**src/rtl/dcache_pkg.sv**
```systemverilog
// Shared data-cache replacement types: default geometry, index/age typedefs, sweep FSM states.
package dcache_pkg;

  localparam int unsigned NUM_WAYS  = 4;
  localparam int unsigned NUM_SETS  = 64;
  localparam int unsigned AGE_WIDTH = NUM_WAYS - 1;
  localparam int unsigned WAY_WIDTH = $clog2(NUM_WAYS);
  localparam int unsigned SET_WIDTH = $clog2(NUM_SETS);

  typedef logic [SET_WIDTH-1:0] set_idx_t;
  typedef logic [WAY_WIDTH-1:0] way_idx_t;
  typedef logic [AGE_WIDTH-1:0] age_bits_t;

  typedef enum logic {
    ST_INIT = 1'b0,
    ST_RUN  = 1'b1
  } sweep_state_e;

endpackage

```
**src/rtl/plru_state_array_plru.sv**
```systemverilog
// Tree-PLRU decoder: heap-ordered age bits (1 = LRU on the right) -> victim way, plus touch update.
module plru #(
  parameter  int unsigned NUM_WAYS   = 4,
  localparam int unsigned AGE_WIDTH  = NUM_WAYS - 1,
  localparam int unsigned WAY_WIDTH  = $clog2(NUM_WAYS),
  localparam int unsigned NODE_WIDTH = WAY_WIDTH + 1
) (
  input  logic [AGE_WIDTH-1:0] age_bits_i,
  input  logic [WAY_WIDTH-1:0] access_way_i,
  output logic [WAY_WIDTH-1:0] victim_way_o,
  output logic [AGE_WIDTH-1:0] age_bits_next_o
);

  logic [NODE_WIDTH-1:0] dec_node;
  logic [NODE_WIDTH-1:0] upd_node;
  logic [WAY_WIDTH-1:0]  upd_path;
  logic                  dec_bit;

  // Follow the age bits from the root; each visited bit is one victim-way bit, MSB first.
  always_comb begin
    dec_node     = '0;
    dec_bit      = 1'b0;
    victim_way_o = '0;
    for (int lvl = 0; lvl < int'(WAY_WIDTH); lvl++) begin
      dec_bit = 1'b0;
      for (int k = 0; k < int'(AGE_WIDTH); k++) begin
        if (dec_node == NODE_WIDTH'(k)) dec_bit = age_bits_i[k];
      end
      victim_way_o = (victim_way_o << 1) | WAY_WIDTH'(dec_bit);
      dec_node     = (dec_node << 1) + (dec_bit ? NODE_WIDTH'(2) : NODE_WIDTH'(1));
    end
  end

  // Point every node on the accessed way's path away from that way.
  always_comb begin
    age_bits_next_o = age_bits_i;
    upd_node        = '0;
    upd_path        = access_way_i;
    for (int lvl = 0; lvl < int'(WAY_WIDTH); lvl++) begin
      for (int k = 0; k < int'(AGE_WIDTH); k++) begin
        if (upd_node == NODE_WIDTH'(k)) age_bits_next_o[k] = ~upd_path[WAY_WIDTH-1];
      end
      upd_node = (upd_node << 1) + (upd_path[WAY_WIDTH-1] ? NODE_WIDTH'(2) : NODE_WIDTH'(1));
      upd_path = upd_path << 1;
    end
  end

endmodule

```
**src/rtl/plru_state_array.sv**
```systemverilog
// Per-set tree-PLRU age storage with post-reset clearing sweep and write-first victim lookup.
module plru_state_array
  import dcache_pkg::sweep_state_e;
  import dcache_pkg::ST_INIT;
  import dcache_pkg::ST_RUN;
#(
  parameter  int unsigned NUM_WAYS   = dcache_pkg::NUM_WAYS,
  parameter  int unsigned NUM_SETS   = dcache_pkg::NUM_SETS,
  localparam int unsigned AGE_WIDTH  = NUM_WAYS - 1,
  localparam int unsigned WAY_WIDTH  = $clog2(NUM_WAYS),
  localparam int unsigned SET_WIDTH  = $clog2(NUM_SETS),
  localparam int unsigned NODE_WIDTH = WAY_WIDTH + 1
) (
  input  logic                 clk_i,
  input  logic                 rst_i,
  output logic                 ready_o,
  input  logic                 lookup_valid_i,
  input  logic [SET_WIDTH-1:0] lookup_set_i,
  output logic                 victim_valid_o,
  output logic [WAY_WIDTH-1:0] victim_way_o,
  input  logic                 touch_valid_i,
  input  logic [SET_WIDTH-1:0] touch_set_i,
  input  logic [WAY_WIDTH-1:0] touch_way_i
);

  sweep_state_e          state_q, state_d;
  logic [SET_WIDTH-1:0]  sweep_cnt_q, sweep_cnt_d;
  logic                  ready_q, ready_d;
  logic                  victim_valid_q, victim_valid_d;
  logic [WAY_WIDTH-1:0]  victim_way_q, victim_way_d;
  logic [AGE_WIDTH-1:0]  age_q [NUM_SETS];
  logic [AGE_WIDTH-1:0]  age_d [NUM_SETS];

  logic                  lookup_acc;
  logic                  touch_acc;
  logic [AGE_WIDTH-1:0]  touch_bits;
  logic [AGE_WIDTH-1:0]  lookup_bits;
  logic [WAY_WIDTH-1:0]  plru_victim;

  // New age bits for a touched way: path nodes point away from it, others untouched.
  function automatic logic [AGE_WIDTH-1:0] touch_update(input logic [AGE_WIDTH-1:0] bits,
                                                        input logic [WAY_WIDTH-1:0] way);
    logic [AGE_WIDTH-1:0]  res;
    logic [NODE_WIDTH-1:0] node;
    logic [WAY_WIDTH-1:0]  path;
    res  = bits;
    node = '0;
    path = way;
    for (int lvl = 0; lvl < int'(WAY_WIDTH); lvl++) begin
      for (int k = 0; k < int'(AGE_WIDTH); k++) begin
        if (node == NODE_WIDTH'(k)) res[k] = ~path[WAY_WIDTH-1];
      end
      node = (node << 1) + (path[WAY_WIDTH-1] ? NODE_WIDTH'(2) : NODE_WIDTH'(1));
      path = path << 1;
    end
    return res;
  endfunction

  assign lookup_acc  = lookup_valid_i && ready_q;
  assign touch_acc   = touch_valid_i && ready_q;
  assign touch_bits  = touch_update(age_q[touch_set_i], touch_way_i);
  // Write-first: a same-set touch in this cycle is visible to this cycle's lookup.
  assign lookup_bits = (touch_acc && (touch_set_i == lookup_set_i)) ? touch_bits
                                                                    : age_q[lookup_set_i];

  plru #(
    .NUM_WAYS(NUM_WAYS)
  ) u_plru (
    .age_bits_i     (lookup_bits),
    .access_way_i   (touch_way_i),
    .victim_way_o   (plru_victim),
    .age_bits_next_o()
  );

  // Next-state: sweep clears one set per cycle in INIT; RUN serves lookups and touches.
  always_comb begin
    state_d        = state_q;
    sweep_cnt_d    = sweep_cnt_q;
    ready_d        = ready_q;
    victim_valid_d = lookup_acc;
    victim_way_d   = lookup_acc ? plru_victim : victim_way_q;
    age_d          = age_q;
    case (state_q)
      ST_INIT: begin
        age_d[sweep_cnt_q] = '0;
        sweep_cnt_d        = sweep_cnt_q + SET_WIDTH'(1);
        if (sweep_cnt_q == SET_WIDTH'(NUM_SETS - 1)) begin
          state_d = ST_RUN;
          ready_d = 1'b1;
        end
      end
      ST_RUN: begin
        if (touch_acc) age_d[touch_set_i] = touch_bits;
      end
      default: begin
        state_d = ST_INIT;
      end
    endcase
  end

  // Control and output registers with synchronous reset back into the sweep.
  always_ff @(posedge clk_i) begin
    if (rst_i) begin
      state_q        <= ST_INIT;
      sweep_cnt_q    <= '0;
      ready_q        <= 1'b0;
      victim_valid_q <= 1'b0;
      victim_way_q   <= '0;
    end else begin
      state_q        <= state_d;
      sweep_cnt_q    <= sweep_cnt_d;
      ready_q        <= ready_d;
      victim_valid_q <= victim_valid_d;
      victim_way_q   <= victim_way_d;
    end
  end

  // Age storage is cleared by the sweep rather than by reset.
  always_ff @(posedge clk_i) begin
    age_q <= age_d;
  end

  assign ready_o        = ready_q;
  assign victim_valid_o = victim_valid_q;
  assign victim_way_o   = victim_way_q;

endmodule
```
**config.mk**
```make
export PLATFORM = sky130hd
export DESIGN_NAME = plru_state_array
export DESIGN_NICKNAME = d
export VERILOG_FILES = /design/src/rtl/dcache_pkg.sv /design/src/rtl/plru_state_array_plru.sv /design/src/rtl/plru_state_array.sv
export SDC_FILE = /design/constraint.sdc
export NUM_CORES = 1
export LEC_CHECK = 0
export ABC_AREA = 1
export CAP_MARGIN = 20
export CORE_MARGIN = 8
export CORE_UTILIZATION = 57
export DETAILED_ROUTE_END_ITERATION = 8
export PLACE_DENSITY = 0.71
export SKIP_LAST_GASP = 1
export SLEW_MARGIN = 15
export SYNTH_ARGS = -nofsm -noshare
export SYNTH_HDL_FRONTEND = slang
export SYNTH_HIERARCHICAL = 1
export SYNTH_SLANG_ARGS = --single-unit
```
**constraint.sdc**
```tcl
create_clock -name clk_i -period 4.1 [get_ports clk_i]
set_clock_uncertainty 0.2 [all_clocks]
set_input_delay 0.82 -clock clk_i [delete_from_list [all_inputs] [get_ports clk_i]]
set_output_delay 0.82 -clock clk_i [all_outputs]
set_load 0.01 [all_outputs]
```
==> reports/metrics.sh, run 1 <==
SETUP-TNS-FINAL_PS=0
OVERFLOW=0
DIE_HEIGHT_UM=172
DRC=0
PORT_BUFFERS=21
WORSTHOLDPATHCELLS=2
ENDPOINT_KIND='register'
SYNTH_AREA_PER_CELL_SQ_UM=6.88
DRIVE_ABOVE_1_SHARE_PCT=7.55
CTS.SINK_COUNT=203
VDD.IR_DROP.WORST_mV=0.266
P_CLK_SHARE_PCT=36.7
ANTENNA_FIX_CELLS=0
DETAIL_ROUTE.FIRST_PASS.ITERATIONS=6
WORSTPATHARRIVAL_PS=3230
CORE_AREA_SQ_UM=24000
MOST_USED_CELLS_IN_THE_LAYOUT_EXCLUDING_FILL_AND_TAP_CELLS='947 x sky130_fd_sc_hd__nand2_1, 286 x sky130_fd_sc_hd__nand3_1, 192 x sky130_fd_sc_hd__edfxtp_1, 138 x sky130_fd_sc_hd__o21ai_0, 106 x sky130_fd_sc_hd__nor2_1'
CTS-BUFFERS-INSERTED=24
GRT_FIRST_PASS_WIRELENGTH_UM=76700
HOLD_PATH_END='victim_way_o[1]$_SDFFE_PP0P_'
INTERNAL_POWER_W=0.00419
POWER.DENSITY_nW_PER_UM2=391
DIE_FOOTPRINT_SQ_UM=29500
SYNTH_NETS=2027
CLK_PIN_SLEW_WORST_PATHS_PS=60
ROUTE.DETAILED.WL_PER_INST_UM=21.3
GPL.FINAL_WEIGHTED_CONGESTION=0.952
CLOCK_TREE.BUFFER_DEPTH=3
FINAL_ANTENNA_NET_COUNT=0
GR-USAGE-ALL-LAYERS_PCT=33.8
CP-START-KIND='input port'
GRT_START_MAX_NET_PINS=64
DRT-TOTAL-WL_UM=49900
LAYOUT_WORST_PATH_CYCLE_SHARE_PCT=79.5
GRT_PASS1_VIAS=13700
HOLD_PATH_CLASS='register to register'
PLACE.DETAILED.HPWL_UM=33100
SYN-CELL-AREA_SQ_UM=13800
DRT_ITER0_MARKERS=1967
DIE_W_UM=172
CRITICAL_PATH.REG2REG.STARTPOINT='state_q$_SDFF_PP0_'
IO-PIN-COUNT=22
CRITICAL_PATH_PEAK_FANOUT=16
MULTIINPUTGATEAREA_SQ_UM=6940
FINAL.HOLD.WORST_SLACK_PS=321
POSTLAYOUTCELLAREA_SQ_UM=15200
INSTANCES_NO_FILL=2337
CTS_ROOT_BUFFER='sky130_fd_sc_hd__clkbuf_16'
MIN-DELAY-START='victim_way_o[1]$_SDFFE_PP0P_'
POWER_FRAC_SEQ_PCT=46.5
NET-SWITCHING-POWER_W=0.00175
GRT_SETUP_UNREPAIRED='false'
WORST-R2R-CELL-COUNT=4
TRITONCTS='done'
REG2REG_SETUP_SLACK_PS=1500
PLACE_INST=2293
INITIAL_UTILIZATION_PCT=57.5
POST_CTS_GATE_RESIZE_COUNT=0
CTS-HOLD-FIX-BUFFERS=0
AREA_GROWTH_PCT=10.0
MAX_FREQ_MHz=307
OUTCOME='complete, no violations'
FINAL-MAX-SLEW-VIOLATION-COUNT=0
ROUTE.VIAS.TOTAL=14600
WORST_EP_REQUIRED_TIME_PS=4080
TIMING_WORST_SETUP_PATH_TYPE='input port to register'
SYNTH-WARNING-COUNT=6
SETUP_VIOL=0
FINALNETCOUNT=2015
WORSTSKEWPAIRLATENCY_PS=540
MAX_CAPACITANCE_VIOLATION_TOTAL=0
POWER.SHARE.SWITCHING_PCT=29.5
TIMING.FINAL.HOLD_VIOLATIONS=0
NUMBER_OF_INSTANCES_IN_THE_SYNTHESIZED_NETLIST=2008
FINAL.FILL_COUNT=2231
LAYOUT_COMMONEST_CELL='sky130_fd_sc_hd__nand2_1'
WORST_R2R_ENDPOINT='sweep_cnt_q[5]$_SDFFE_PP0N_'
POSTCTSSETUPBUFFERS=0
ANTENNA_FOUND_INITIAL=0
DETAIL_ROUTE.VIAS_PER_CELL=6.25
DPL_CELL_AREA_SQ_UM=14400
LEAKAGEPOWER_nW=6.73
FINAL.MIN_CLOCK_PERIOD_PS=3260
WORST_SLEW_MARGIN_REL_PCT=20.8
HTREEDEPTH=1
FF_LATCH_AREA_SQ_UM=5990
PLACEMENTROWS=57
RELATIVE_CONTRIBUTION_OF_COMBINATIONAL_CELLS_TO_TOTAL_POWER_PCT=16.8
TRANSITION_AT_THE_PIN_WITH_THE_SMALLEST_MAX_TRANSITION_SLACK_PS=1180
==> state kept, by name (all words and copies together), names as in the netlist <==
name,count
victim_valid_o,1
ready_o,1
age_q,192
state_q,1
victim_way_o,2
sweep_cnt_q,6
==> metrics by stage <==
stage          setup WS, ps  power [W]  util [%]
2_1_floorplan          1270    0.00339         -
3_3_place_gp            419    0.00374      59.9
3_5_place_dp            348    0.00376      60.0
4_1_cts                 896    0.00590      63.2
5_1_grt                 745    0.00613      63.3
6_report                842    0.00595      63.3
==> worst max-delay path by stage <==
| stage | startpoint | to | depth (start not counted) |
|---|---|---|---|
| floorplan | lookup_set_i[0] | victim_way_o[0]$_SDFFE_PP0P_ | 16 |
| global placement | touch_set_i[1] | age_q[80]$_DFFE_PP_ | 8 |
| detailed placement | touch_set_i[1] | age_q[175]$_DFFE_PP_ | 8 |
| CTS | touch_set_i[1] | age_q[174]$_DFFE_PP_ | 8 |
| global route | touch_set_i[1] | age_q[56]$_DFFE_PP_ | 8 |
| finish | touch_set_i[1] | age_q[127]$_DFFE_PP_ | 8 |
==> critical path: stages <==
cell and delay [ps]:
sky130_fd_sc_hd__clkdlybuf4s50_1 550, sky130_fd_sc_hd__buf_4 280, sky130_fd_sc_hd__nor2_1 320, sky130_fd_sc_hd__inv_1 100, sky130_fd_sc_hd__nor2_1 420, sky130_fd_sc_hd__buf_4 250, sky130_fd_sc_hd__nand2_1 80, sky130_fd_sc_hd__o21ai_0 410
==> metal layers <==
layer | part of all wire, % | up-vias | global-route usage, % | routed length (um)
met4 | 5.7 | 0 | 19.0 | 2870
met2 | 43 | 1091 | 51.3 | 21400
met3 | 14 | 214 | 8.77 | 7070
met1 | 37 | 6698 | 43.5 | 18500
li1 | - | 6611 | - | -
met5 | 0 | - | 0 | 0
==> power by group through the flow <==
stage,clock network (W),logic [W],registers (W)
3_3_place_gp,0,0.000946,0.00279
6_report,0.00218,0.000999,0.00277
5_1_grt,0.00226,0.00109,0.00279
4_1_cts,0.00217,0.000967,0.00276
2_1_floorplan,0,0.000678,0.00271
3_5_place_dp,0,0.000962,0.00280
==> cell type report <==
class	instances	area share [%]
sequential	203	39.4
inverter	63	1.56
timing repair buffer	96	5.55
tap	324	2.67
clock buffer	36	4.58
clock inverter	7	0.584
multi-input combinational	1608	45.7
Power figures use the tool's default switching activity.
==> run 2, diff against run 1 <==
--- a/config.mk
+++ b/config.mk
@@ -10,7 +10,7 @@
 export CORE_MARGIN = 8
 export CORE_UTILIZATION = 57
 export DETAILED_ROUTE_END_ITERATION = 8
-export PLACE_DENSITY = 0.71
+export PLACE_DENSITY = 0.74
 export SKIP_LAST_GASP = 1
 export SLEW_MARGIN = 15
 export SYNTH_ARGS = -nofsm -noshare
==> constraint.sdc (replaced) <==
create_clock -name clk_i -period 2.8 [get_ports clk_i]
set_clock_uncertainty 0.2 [all_clocks]
set_input_delay 0.56 -clock clk_i [delete_from_list [all_inputs] [get_ports clk_i]]
set_output_delay 0.56 -clock clk_i [all_outputs]
set_load 0.01 [all_outputs]
==> reports/metrics.sh, run 2 (same netlist as run 1, synthesis figures left out) <==
OUTCOME='complete, no violations'
CLOCK_TREE.BUFFER_DEPTH=3  # unchanged
FINALCOREUTILIZATION_PCT=68.4  # +5.2 points
ENDPOINT_KIND='register'
ROUTE.DETAILED.WL_PER_INST_UM=20.5  # -4.0%
OVERFLOW=0  # unchanged
DIE_W_UM=172  # unchanged
GRT_SETUP_UNREPAIRED='false'
INSTANCES_NO_FILL=2477  # +6.0%
LARGEST_REGISTER_FFS=192  # unchanged
CRITICAL_PATH.REG2REG.STARTPOINT='age_q[125]$_DFFE_PP_'
WORST-R2R-CELL-COUNT=13  # +9
MAX_CAPACITANCE_VIOLATION_TOTAL=0  # unchanged
SETUP-TNS-FINAL_PS=0  # unchanged
DIE_FOOTPRINT_SQ_UM=29500  # unchanged
HTREEDEPTH=1  # unchanged
LARGEST_REGISTER='age_q'
DETAIL_ROUTE.FIRST_PASS.ITERATIONS=8  # +2
CTS_ROOT_BUFFER='sky130_fd_sc_hd__clkbuf_16'
SETUP_VIOL=0  # unchanged
CP-START-KIND='input port'
POWER_FRAC_SEQ_PCT=46.1  # -0.4 points
DRIVE_ABOVE_1_SHARE_PCT=13.7  # +6.1 points
MULTIINPUTGATEAREA_SQ_UM=6940  # about the same
PORT_BUFFERS=21  # unchanged
CP-STARTPOINT='touch_set_i[1]'
WORST_EP_REQUIRED_TIME_PS=2850  # -1230 ps
PATH_CELLS='clkdlybuf4s50_1 -> clkinv_1 -> nor2_1 -> buf_4 -> inv_1 -> nor2_1 -> buf_4 -> nand2_1 -> o21ai_0 -> buf_4'
HOLD_PATH_CLASS='register to register'
IO-PIN-COUNT=22  # unchanged
POSTCTSSETUPBUFFERS=0  # unchanged
FINAL_ANTENNA_NET_COUNT=0  # unchanged
DRT-TOTAL-WL_UM=50700  # +1.8%
PLACE.DETAILED.HPWL_UM=34300  # +3.4%
LEAKAGEPOWER_nW=7.42  # +10%
GPL.FINAL_WEIGHTED_CONGESTION=0.999  # +4.9%
MOST_USED_CELLS_IN_THE_LAYOUT_EXCLUDING_FILL_AND_TAP_CELLS='947 x sky130_fd_sc_hd__nand2_1, 286 x sky130_fd_sc_hd__nand3_1, 194 x sky130_fd_sc_hd__buf_4, 192 x sky130_fd_sc_hd__edfxtp_1, 138 x sky130_fd_sc_hd__o21ai_0'
CORE_AREA_SQ_UM=24000  # unchanged
FINAL.HOLD.WORST_SLACK_PS=327  # +5.40 ps
PLACE_INST=2433  # +6.1%
POWER.SHARE.SWITCHING_PCT=29.3  # -0.18 points
MAX_FREQ_MHz=378
GRT_PASS1_VIAS=14600  # +6.0%
LAYOUT_WORST_PATH_CYCLE_SHARE_PCT=94.5
DIE_HEIGHT_UM=172  # unchanged
INITIAL_UTILIZATION_PCT=57.5  # unchanged
ANTENNA_FIX_CELLS=0  # unchanged
WORST_SLEW_MARGIN_REL_PCT=55.6  # +35 points
FINAL.MIN_CLOCK_PERIOD_PS=2650
POWER.DENSITY_nW_PER_UM2=534  # +37%
ROUTE.VIAS.TOTAL=15100  # +3.1%
TRITONCTS='done'
TIMING.FINAL.HOLD_VIOLATIONS=0  # unchanged
NET-SWITCHING-POWER_W=0.00257  # +47%
LAYOUT_COMMONEST_CELL='sky130_fd_sc_hd__nand2_1'
SLOWEST_STAGE='sky130_fd_sc_hd__clkdlybuf4s50_1'
CTS-BUFFERS-INSERTED=24  # unchanged
PLACEMENTROWS=57  # unchanged
DETAIL_ROUTE.VIAS_PER_CELL=6.08  # -2.7%
CTS-HOLD-FIX-BUFFERS=0  # unchanged
P_CLK_SHARE_PCT=36.5  # -0.2 points
INTERNAL_POWER_W=0.00621  # +48%
CRITICAL-PATH-MAX-STAGE-DELAY_PS=520  # -30 ps
POST_CTS_GATE_RESIZE_COUNT=0  # unchanged
WORSTSKEWPAIRLATENCY_PS=530  # about the same
FINAL.FILL_COUNT=2118  # -5.1%
VDD.IR_DROP.WORST_mV=0.492  # +85%
AREA_GROWTH_PCT=19.0
GRT_START_MAX_NET_PINS=48  # -25%
REG2REG_SETUP_SLACK_PS=480  # -1020 ps
ANTENNA_FOUND_INITIAL=0  # unchanged
FINALNETCOUNT=2154  # +6.9%
GRT_FIRST_PASS_WIRELENGTH_UM=79100  # +3.1%
CRITICAL_PATH.MOST_COMMON_CELL='sky130_fd_sc_hd__buf_4'
FINAL-MAX-SLEW-VIOLATION-COUNT=0  # unchanged
DRC=0  # unchanged
DRT_ITER0_MARKERS=2470  # +26%
FF_LATCH_AREA_SQ_UM=5990  # unchanged
WORST_R2R_ENDPOINT='age_q[38]$_DFFE_PP_'
CRITICAL_PATH.ENDPOINT='age_q[132]$_DFFE_PP_'
WORSTHOLDPATHCELLS=2  # unchanged
CTS.SINK_COUNT=203  # unchanged
WORSTPATHARRIVAL_PS=2690  # -540 ps
RELATIVE_CONTRIBUTION_OF_COMBINATIONAL_CELLS_TO_TOTAL_POWER_PCT=17.4  # +0.6 points
CRITICAL_PATH_PEAK_FANOUT=4  # -12
GR-USAGE-ALL-LAYERS_PCT=34.6  # +0.76 points
TIMING_WORST_SETUP_PATH_TYPE='input port to register'
CLK_PIN_SLEW_WORST_PATHS_PS=60  # about the same
TRANSITION_AT_THE_PIN_WITH_THE_SMALLEST_MAX_TRANSITION_SLACK_PS=665  # -514 ps
==> run 2: layer usage <==
layer  global-route usage [%]  vias up  share of wire [%]
li1                         -     6879                  -
met1                     44.4     6781                 36
met2                     52.1     1146                 43
met3                     8.79      258                 14
met4                     20.4        0                6.5
met5                     1.04        -                  0
==> run 2: metrics by stage <==
| stage | setup slack [ps] | area, sq um | power, W |
|---|---|---|---|
| 2_1_floorplan | 230 | 13800 | 0.00497 |
| 5_1_grt | 94.7 | 16400 | 0.00907 |
| 6_report | 155 | 16400 | 0.00878 |
| 3_3_place_gp | -284 | 15600 | 0.00552 |
| 4_1_cts | 250 | 16400 | 0.00874 |
| 3_5_place_dp | -292 | 15600 | 0.00556 |
==> run 2: final cells by class <==
class	count	area share [%]
Timing Repair Buffer	235	12.6
Sequential cell	203	36.4
Multi-Input combinational cell	1608	42.2
Clock inverter	9	0.441
Clock buffer	35	4.47
Tap cell	324	2.47
Inverter	63	1.44
==> run 2: worst min-delay path by stage <==
stage / slack (ps) / end / startpoint
after floorplan: 310 / sweep_cnt_q[4]$_SDFFE_PP0N_ / sweep_cnt_q[4]$_SDFFE_PP0N_
after global placement: 320 / ready_o$_SDFFE_PP0P_ / ready_o$_SDFFE_PP0P_
after detailed placement: 320 / victim_way_o[0]$_SDFFE_PP0P_ / victim_way_o[0]$_SDFFE_PP0P_
after CTS: 330 / victim_way_o[0]$_SDFFE_PP0P_ / victim_way_o[0]$_SDFFE_PP0P_
after global routing: 340 / victim_way_o[1]$_SDFFE_PP0P_ / victim_way_o[1]$_SDFFE_PP0P_
final: 330 / victim_way_o[1]$_SDFFE_PP0P_ / victim_way_o[1]$_SDFFE_PP0P_
==> run 2: worst max-delay path: cells and delay by family <==
kind	cells	cell delay (ps)
buffers and inverters	6	1280
AOI/OAI and AO/OA	1	150
and+or+nand+nor	3	710
==> run 2: power groups by stage <==
stage	Combinational [W]	Clock (W)	Sequential, W
after CTS	0.00148	0.00322	0.00403
final	0.00153	0.00321	0.00405
after detailed placement	0.00147	0	0.00409
after global placement	0.00144	0	0.00408
after global routing	0.00167	0.00332	0.00408
after floorplan	0.000993	0	0.00397
==> run 3, diff against run 2 <==
--- a/config.mk
+++ b/config.mk
@@ -7,8 +7,10 @@
 export LEC_CHECK = 0
 export ABC_AREA = 1
 export CAP_MARGIN = 20
+export CELL_PAD_IN_SITES_DETAIL_PLACEMENT = 1
+export CELL_PAD_IN_SITES_GLOBAL_PLACEMENT = 1
 export CORE_MARGIN = 8
-export CORE_UTILIZATION = 57
+export CORE_UTILIZATION = 42
 export DETAILED_ROUTE_END_ITERATION = 8
 export PLACE_DENSITY = 0.74
 export SKIP_LAST_GASP = 1
==> reports/metrics.sh, run 3 (same netlist as run 1, synthesis figures left out) <==
LAYOUT_COMMONEST_CELL='sky130_fd_sc_hd__nand2_1'
DRIVE_ABOVE_1_SHARE_PCT=15.0  # +1.4 points
PRECTSSETUPSLACK_PS=-506  # -214 ps
FINAL_ANTENNA_NET_COUNT=0  # unchanged
GRT_FIRST_PASS_WIRELENGTH_UM=93400  # +18%
ANTENNA_FOUND_INITIAL=0  # unchanged
FINAL.MIN_CLOCK_PERIOD_PS=2720  # +75.3 ps
AREA_GROWTH_PCT=22.8
LARGEST_REGISTER='age_q'
MAX_FREQ_MHz=368  # -2.8%
FINAL.HOLD.WORST_SLACK_PS=350  # +23.4 ps
POSTCTSSETUPBUFFERS=0  # unchanged
DRT_ITER0_MARKERS=1482  # -40%
WORST_SLEW_MARGIN_REL_PCT=49.5  # -6.2 points
TIMING.FINAL.HOLD_VIOLATIONS=0  # unchanged
SETUP_VIOL=0  # unchanged
DRC=0  # unchanged
CRITICAL_PATH.MOST_COMMON_CELL='sky130_fd_sc_hd__buf_4'
FINAL.FILL_COUNT=4217  # +99%
CRITICAL-PATH-MAX-STAGE-DELAY_PS=400  # -120 ps
FINALCOREUTILIZATION_PCT=52.3  # -16 points
TRITONCTS='done'
ROUTE.VIAS.TOTAL=15400  # +2.1%
CRITICAL_PATH_PEAK_FANOUT=15  # +11
HOLD_PATH_CLASS='register to register'
GPL.FINAL_WEIGHTED_CONGESTION=0.971  # -2.7%
ENDPOINT_KIND='register'
POWER_W=0.00908  # +3.4%
GRT_START_MAX_NET_PINS=124  # +160%
CORE_AREA_SQ_UM=32500  # +35%
P_CLK_SHARE_PCT=36.7  # +0.2 points
WORSTSKEWPAIRLATENCY_PS=550  # +20 ps
POWER.SHARE.SWITCHING_PCT=30.8  # +1.5 points
OVERFLOW=0  # unchanged
CP-START-KIND='input port'
LARGEST_REGISTER_FFS=192  # unchanged
WORST_EP_REQUIRED_TIME_PS=2900  # +50 ps
CTS_ROOT_BUFFER='sky130_fd_sc_hd__clkbuf_16'
POWER_FRAC_SEQ_PCT=44.6  # -1.5 points
PORT_BUFFERS=21  # unchanged
INTERNAL_POWER_W=0.00628  # +1.2%
DETAIL_ROUTE.VIAS_PER_CELL=5.84  # -3.9%
GR-USAGE-ALL-LAYERS_PCT=30.9  # -3.7 points
CLK_PIN_SLEW_WORST_PATHS_PS=50  # about the same
DIE_HEIGHT_UM=197  # +15%
POWER.DENSITY_nW_PER_UM2=535  # +0.14%
SLOWEST_STAGE='sky130_fd_sc_hd__clkdlybuf4s50_1'
CTS-BUFFERS-INSERTED=27  # +13%
LEAKAGEPOWER_nW=7.63  # +2.8%
NET-SWITCHING-POWER_W=0.00279  # +8.5%
PATH_CELLS='clkdlybuf4s50_1 -> buf_4 -> inv_1 -> nor2_1 -> buf_4 -> nand3_1 -> nand2_1 -> o21ai_2 -> nand2_2 -> nor2_1 -> buf_4 -> nand3_4 -> clkbuf_16 -> nand3_1 -> nand2_1'
PLACE.DETAILED.HPWL_UM=41300  # +20%
ANTENNA_FIX_CELLS=0  # unchanged
PLACEMENTROWS=66  # +16%
INITIAL_UTILIZATION_PCT=42.6  # -15 points
ROUTE.DETAILED.WL_PER_INST_UM=23.5  # +15%
CTS.SINK_COUNT=203  # unchanged
FIN_WS_PS=79.4  # -75.3 ps
CLOCK_TREE.BUFFER_DEPTH=3  # unchanged
TIMING_WORST_SETUP_PATH_TYPE='input port to register'
VDD.IR_DROP.WORST_mV=0.443  # -9.9%
OUTCOME='complete, no violations'
MAX_CAPACITANCE_VIOLATION_TOTAL=0  # unchanged
LAYOUT_WORST_PATH_CYCLE_SHARE_PCT=97.2  # +2.7 points
HTREEDEPTH=1  # unchanged
DIE_W_UM=197  # +15%
RELATIVE_CONTRIBUTION_OF_COMBINATIONAL_CELLS_TO_TOTAL_POWER_PCT=18.6  # +1.2 points
CTS-HOLD-FIX-BUFFERS=0  # unchanged
DETAIL_ROUTE.FIRST_PASS.ITERATIONS=5  # -3
FINAL-MAX-SLEW-VIOLATION-COUNT=0  # unchanged
MOST_USED_CELLS_IN_THE_LAYOUT_EXCLUDING_FILL_AND_TAP_CELLS='946 x sky130_fd_sc_hd__nand2_1, 285 x sky130_fd_sc_hd__nand3_1, 220 x sky130_fd_sc_hd__buf_4, 192 x sky130_fd_sc_hd__edfxtp_1, 138 x sky130_fd_sc_hd__o21ai_0'
IO-PIN-COUNT=22  # unchanged
GRT_SETUP_UNREPAIRED='false'
WORSTPATHARRIVAL_PS=2820  # +130 ps
DRT-TOTAL-WL_UM=61800  # +22%
FINALNETCOUNT=2190  # +1.7%
DIE_FOOTPRINT_SQ_UM=39000  # +32%
GRT_PASS1_VIAS=15900  # +9.0%
TRANSITION_AT_THE_PIN_WITH_THE_SMALLEST_MAX_TRANSITION_SLACK_PS=758  # +92.8 ps
-- run 3: timing repair --
| item | in CTS | in global routing |
|---|---|---|
| endpoints found under the hold margin | 0 | 0 |
| setup endpoints to repair | 0 | 42 |
| resized for setup | 0 | 5 |
-- run 3: layout make-up --
class	instances	area, sq um	share of cell area [%]
Timing Repair Buffer	268	2420	14.3
Tap cell	442	553	3.26
Sequential cell	203	5990	35.3
Inverter	63	236	1.39
Multi-Input combinational cell	1608	6960	41.0
Clock inverter	16	123	0.722
Clock buffer	32	694	4.09
-- run 3: path summary, 6_finish.rpt --
check	depth (start not counted)	start	slack [ps]	end
setup / recovery	15	touch_set_i[2]	80	age_q[46]$_DFFE_PP_
hold / removal	2	ready_o$_SDFFE_PP0P_	350	ready_o$_SDFFE_PP0P_
setup reg to reg	12	age_q[52]$_DFFE_PP_	380	age_q[46]$_DFFE_PP_
hold reg to reg	2	ready_o$_SDFFE_PP0P_	350	ready_o$_SDFFE_PP0P_
-- run 3: power by group through the flow --
| stage | Combinational (W) | Clock, W | Sequential [W] |
|---|---|---|---|
| final | 0.00169 | 0.00333 | 0.00405 |
| after global routing | 0.00183 | 0.00347 | 0.00409 |
| after CTS | 0.00161 | 0.00335 | 0.00405 |
| after floorplan | 0.000993 | 0 | 0.00397 |
| after global placement | 0.00155 | 0 | 0.00409 |
| after detailed placement | 0.00160 | 0 | 0.00410 |
-- run 3: metal layers --
metal  share of wire (%)  wire (um)  GRT usage, %
met5                   0          0             0
met4                 5.4       3310          14.9
met2                  46      28500          51.5
met3                 8.3       5120          3.73
met1                  40      24900          39.3
-- run 3: metrics by stage --
stage | std cells | TNS [ps] | instance area, sq um
6_report | 2632 | 0 | 17000
5_1_grt | 2632 | 0 | 17000
4_1_cts | 2629 | 0 | 16900
3_5_place_dp | 2581 | -89490 | 16100
3_3_place_gp | 2581 | -72450 | 16100
2_1_floorplan | 2008 | 0 | 13800
-- run 3: critical path, delay by kind of cell --
kind / cells / cell delay, ps
simple gates: 8 / 790
compound gates: 1 / 160
buf+inv: 6 / 1290
